$ cat config.mk
export PLATFORM = sky130hd
export DESIGN_NAME = jtkiwi_gfx_romslot
export DESIGN_NICKNAME = d
export VERILOG_FILES = /design/src/rtl/jtkiwi_gfx_romslot.sv
export SDC_FILE = /design/constraint.sdc
export NUM_CORES = 1
export LEC_CHECK = 0
export BUFFER_PORTS_ARGS = -buffer_cell sky130_fd_sc_hd__buf_2
export CAP_MARGIN = 20
export CORE_ASPECT_RATIO = 0.9
export CORE_MARGIN = 8
export CORE_UTILIZATION = 40
export DETAILED_ROUTE_END_ITERATION = 7
export SLEW_MARGIN = 5
export SYNTH_ARGS = -nofsm -noshare
export SYNTH_HDL_FRONTEND = slang
export SYNTH_SLANG_ARGS = --single-unit
export TNS_END_PERCENT = 20
$ cat constraint.sdc
create_clock -name clk -period 6.2 [get_ports clk]
set_clock_uncertainty 0.1 [all_clocks]
set_input_delay 0.93 -clock clk [delete_from_list [all_inputs] [get_ports clk]]
set_output_delay 0.93 -clock clk [all_outputs]
set_load 0.01 [all_outputs]
$ cat src/rtl/jtkiwi_gfx_romslot.sv
// ---------------------------------------------------------------------------
// jtkiwi_gfx_romslot
//
// Responder side of the 32-bit graphics ROM fetch interface used by the
// tilemap and object engines. Each 32-bit word request becomes a two-beat
// 16-bit SDRAM read; the two beats are assembled as {beat1, beat0}. A
// one-entry tag cache returns repeated reads of the same word without
// touching SDRAM. One instance per client.
//
// Parameters
//   AW      width of slot_addr (32-bit word address)
//   OFFSET  16-bit-word base of this ROM region inside SDRAM
//
// Ports
//   rst         asynchronous reset, active-high
//   clk         system clock, rising edge
//   slot_addr   requested 32-bit word address
//   slot_cs     request strobe (level, held until slot_ok)
//   slot_ok     slot_data is valid for the current slot_addr
//   slot_data   assembled word {beat1, beat0}
//   sdram_addr  16-bit word address {slot_addr,1'b0} + OFFSET (22-bit wrap)
//   sdram_req   read request, held until sdram_ack
//   sdram_ack   one-cycle accept pulse
//   sdram_dst   one-cycle data strobe per 16-bit beat
//   sdram_din   read data, valid with sdram_dst
// ---------------------------------------------------------------------------
module jtkiwi_gfx_romslot #(
    parameter int          AW     = 18,
    parameter logic [21:0] OFFSET = 22'h0
) (
    input  logic          rst,
    input  logic          clk,
    input  logic [AW-1:0] slot_addr,
    input  logic          slot_cs,
    output logic          slot_ok,
    output logic [31:0]   slot_data,
    output logic [21:0]   sdram_addr,
    output logic          sdram_req,
    input  logic          sdram_ack,
    input  logic          sdram_dst,
    input  logic [15:0]   sdram_din
);

    typedef enum logic [1:0] {
        IDLE  = 2'd0,
        REQ   = 2'd1,
        BEAT0 = 2'd2,
        BEAT1 = 2'd3
    } state_t;

    state_t        state;
    logic [AW-1:0] tag;
    logic [AW-1:0] req_addr;
    logic          valid;
    logic [31:0]   data;
    logic          hit;
    logic [21:0]   fetch_addr;

    // Byte-pair address of the requested word, wrapped to the 22-bit SDRAM space
    assign fetch_addr = 22'({slot_addr, 1'b0}) + OFFSET;

    assign hit       = valid && (tag == slot_addr);
    // Only an idle slot may flag ok, so a fill in progress never exposes stale data
    assign slot_ok   = slot_cs && hit && (state == IDLE);
    assign slot_data = data;

    always_ff @(posedge clk or posedge rst) begin
        if (rst) begin
            state      <= IDLE;
            tag        <= '0;
            req_addr   <= '0;
            valid      <= 1'b0;
            data       <= '0;
            sdram_addr <= '0;
            sdram_req  <= 1'b0;
        end else begin
            case (state)
                IDLE: begin
                    if (slot_cs && !hit) begin
                        req_addr   <= slot_addr;
                        sdram_addr <= fetch_addr;
                        sdram_req  <= 1'b1;
                        valid      <= 1'b0;
                        state      <= REQ;
                    end
                end
                REQ: begin
                    if (sdram_ack) begin
                        sdram_req <= 1'b0;
                        // A strobe arriving with the ack is already the first beat
                        if (sdram_dst) begin
                            data[15:0] <= sdram_din;
                            state      <= BEAT1;
                        end else begin
                            state      <= BEAT0;
                        end
                    end
                end
                BEAT0: begin
                    if (sdram_dst) begin
                        data[15:0] <= sdram_din;
                        state      <= BEAT1;
                    end
                end
                BEAT1: begin
                    // The burst always completes; the cache takes the latched
                    // address even if the client has moved on meanwhile
                    if (sdram_dst) begin
                        data[31:16] <= sdram_din;
                        tag         <= req_addr;
                        valid       <= 1'b1;
                        state       <= IDLE;
                    end
                end
                default: state <= IDLE;
            endcase
        end
    end

endmodule

==> impl_metrics.ini <==
[outcome]
outcome = completed

[global_route]
grt_pass1_wl_mm = 10.7
grt_pass1_vias = 2173
antenna_found_initial = 0
grtUsageTotal_pct = 12.6
grt_max_degree = 73
overflow = 0

[finish]
mostFrequentLayoutCells = buf_2 (90), dfrtp_1 (72), mux2_2 (51), xnor2_1 (18), mux2_4 (18)
seqCellArea_mm2 = 0.00180
multiInputGateArea_mm2 = 0.00129
final_common_cell = buf_2
nets = 352
area_growth_pct = 23.4
fill_cells = 696
final_cells = 409
diodes = 0
final_layout_size_suffix_gt1_share_pct = 57.5

[min_path]
hp-class = flop to flop
min_from = slot_data[26]

[sta]
post-route-period-util_pct = 49.0
fmax_mhz = 329
setup_viol = 0
tns_ps = 0
tightestPinTransition_ps = 962
finalHoldViolCount = 0
max-slew-margin-rel_pct = 35.7
worst_slack_ps = 3160
min_period_ps = 3040
hold_ws_ps = 402
drv_slew = 0
rsz0062_at_grt = no

[yosys]
synth-seq-cells = 72
async_reset_ff_share_pct = 100
synthMuxAreaShare_pct = 27.0
seq_area_frac_synth_pct = 57.0
synthAdderAreaFrac_pct = 1.58
postSynthAreaPerCell_um2 = 14.8
yosys.area_share.simple_pct = 3.56
netlist_instances = 213
synth_edf_count = 0
yosysWarningCount = 0
synth_cell_type_count = 30
synth_xor_area_share_pct = 4.98
syn-cell-area_mm2 = 0.00316
synth_top_family_by_area = multiplexers
synth_compound_gate_area_share_pct = 2.81
synth_ff_type = dfrtp_1

[cts]
clkTransAtPathRegs_ps = 70
clock-sinks = 72
cts_tree = yes
post_cts_buffers = 0
htreeDepth = 3
cts_root_buf = clkbuf_8
ctsHoldBuffers = 0
cts_buffers = 9
clock_latency_ps = 340
cts-resized-gates = 0
cts_max_path_buffers = 2

[die]
row_count = 30
initial_core_util_pct = 41.5
die_x_um = 110
die_y_um = 100
num_io_pins = 95
core-area_mm2 = 0.00762
die_area_mm2 = 0.0110

[placed_design]
dpl.cell_count = 394
gp_congestion = 0.727
portBuffers = 90
dpl_worst_slack_ps = 3150
dpl.hpwl_mm = 4.81

[power_and_ir_drop]
leakagePower_nw = 1.84
ir_drop_v = 0.000236
power_density_mw_per_mm2 = 542

[setup_path]
critPathArrivalTime_ps = 2010
worstSetupStartpoint = slot_addr[13]
setup.worst_path.end = slot_ok
cp-end-kind = output port
reg2regPathDepth = 5
crit_fanout = 4
crit_required_ps = 5170
critical-path-slowest-cell = nor3_2
crit_top_cell = buf_2
cp_cell_sequence = buf_2, xnor2_1, nand3_1, nor3_2, nand2_1, nor2_1, buf_2
timing.rr.start = state[0]
r2r_end = req_addr[13]
critPathKind = primary input to output port
r2r_setup_slack_ps = 3820
startpoint_type = primary input
critPathMaxStageDelay_ps = 370

[run]
max-cap-violations = 0

[drt]
drt_iter0_drc = 20
avgRoutedWirePerCell_um = 16.0
ant_nets = 0
drcViolationCount = 0
firstDrtPassIters = 4
wl_met3_um = 372
vias = 1967
wl_met2_mm = 3.30
top_layer = met4
drt-total-wl_mm = 6.56
vias_per_cell = 4.81
wl_met1_mm = 2.81
area by class of cell:
cell class | count | area share (%)
Clock buffer | 10 | 3.27
Clock inverter | 5 | 2.12
Inverter | 5 | 0.481
Multi-Input combinational cell | 129 | 33.0
Sequential cell | 72 | 46.2
Tap cell | 96 | 3.08
Timing Repair Buffer | 92 | 11.9
sequential cells by signal (all words and copies together) (netlist names):
register / cells
slot_data: 32
req_addr: 18
state: 2
valid: 1
tag: 18
sdram_req: 1
routing by layer:
metal / up-vias / track usage (%)
met5: - / 0
met3: 8 / 4.48
met4: 0 / 4.98
met1: 978 / 15.2
li1: 930 / -
met2: 51 / 19.9
stage by stage:
step | instance area, µm² | util [%] | power (W)
2_1_floorplan | 3170 | - | 0.00145
3_3_place_gp | 3690 | 48.5 | 0.00174
3_5_place_dp | 3690 | 48.5 | 0.00175
4_1_cts | 3900 | 51.2 | 0.00216
5_1_grt | 3900 | 51.2 | 0.00227
6_report | 3900 | 51.2 | 0.00211
cells by family (layout without fill, tap and decap cells):
group | count (synthesis) | after routing
compound gates | 12 | 12
simple gates | 21 | 21
mux | 70 | 70
xor+xnor | 18 | 18
fa+ha+maj | 4 | 4
other cells | 1 | 4
flops | 72 | 72
buf+inv | 15 | 112
Yosys cell counts, types with 2 or more instances:
library cell	number	share of area, %
ha_1	4	1.6
nand2b_1	2	0.40
buf_4	5	1.2
nand3_1	2	0.32
xnor2_1	18	5.0
mux2_4	18	8.5
nand2_1	6	0.71
buf_6	2	0.71
nand4_1	4	0.79
buf_2	3	0.47
inv_1	5	0.59
nor2_1	3	0.36
dfrtp_1	72	57
o22ai_1	2	0.40
mux2_2	51	18
a21oi_1	2	0.32
how the worst min path moves through the flow:
stage                          endpoint  slack, ps  cells after the start
after floorplan                   valid        390                      2
after global placement    slot_data[17]        380                      1
after detailed placement  slot_data[28]        390                      1
after CTS                 slot_data[26]        410                      1
after global routing       slot_data[3]        420                      1
final                     slot_data[26]        400                      1
critical path: cells and delay by family:
kind | cells | cell delay, ps
buffers and inverters | 2 | 240
and+or+nand+nor | 4 | 690
xor gates and xnor gates | 1 | 150
power breakdown:
part	total (W)	internal, W	switching [W]
logic	0.000863	0.000488	0.000375
registers	0.000858	0.000713	0.000145
clock network	0.000394	0.000225	0.000169
No activity file was read; power rests on OpenSTA's default activity.
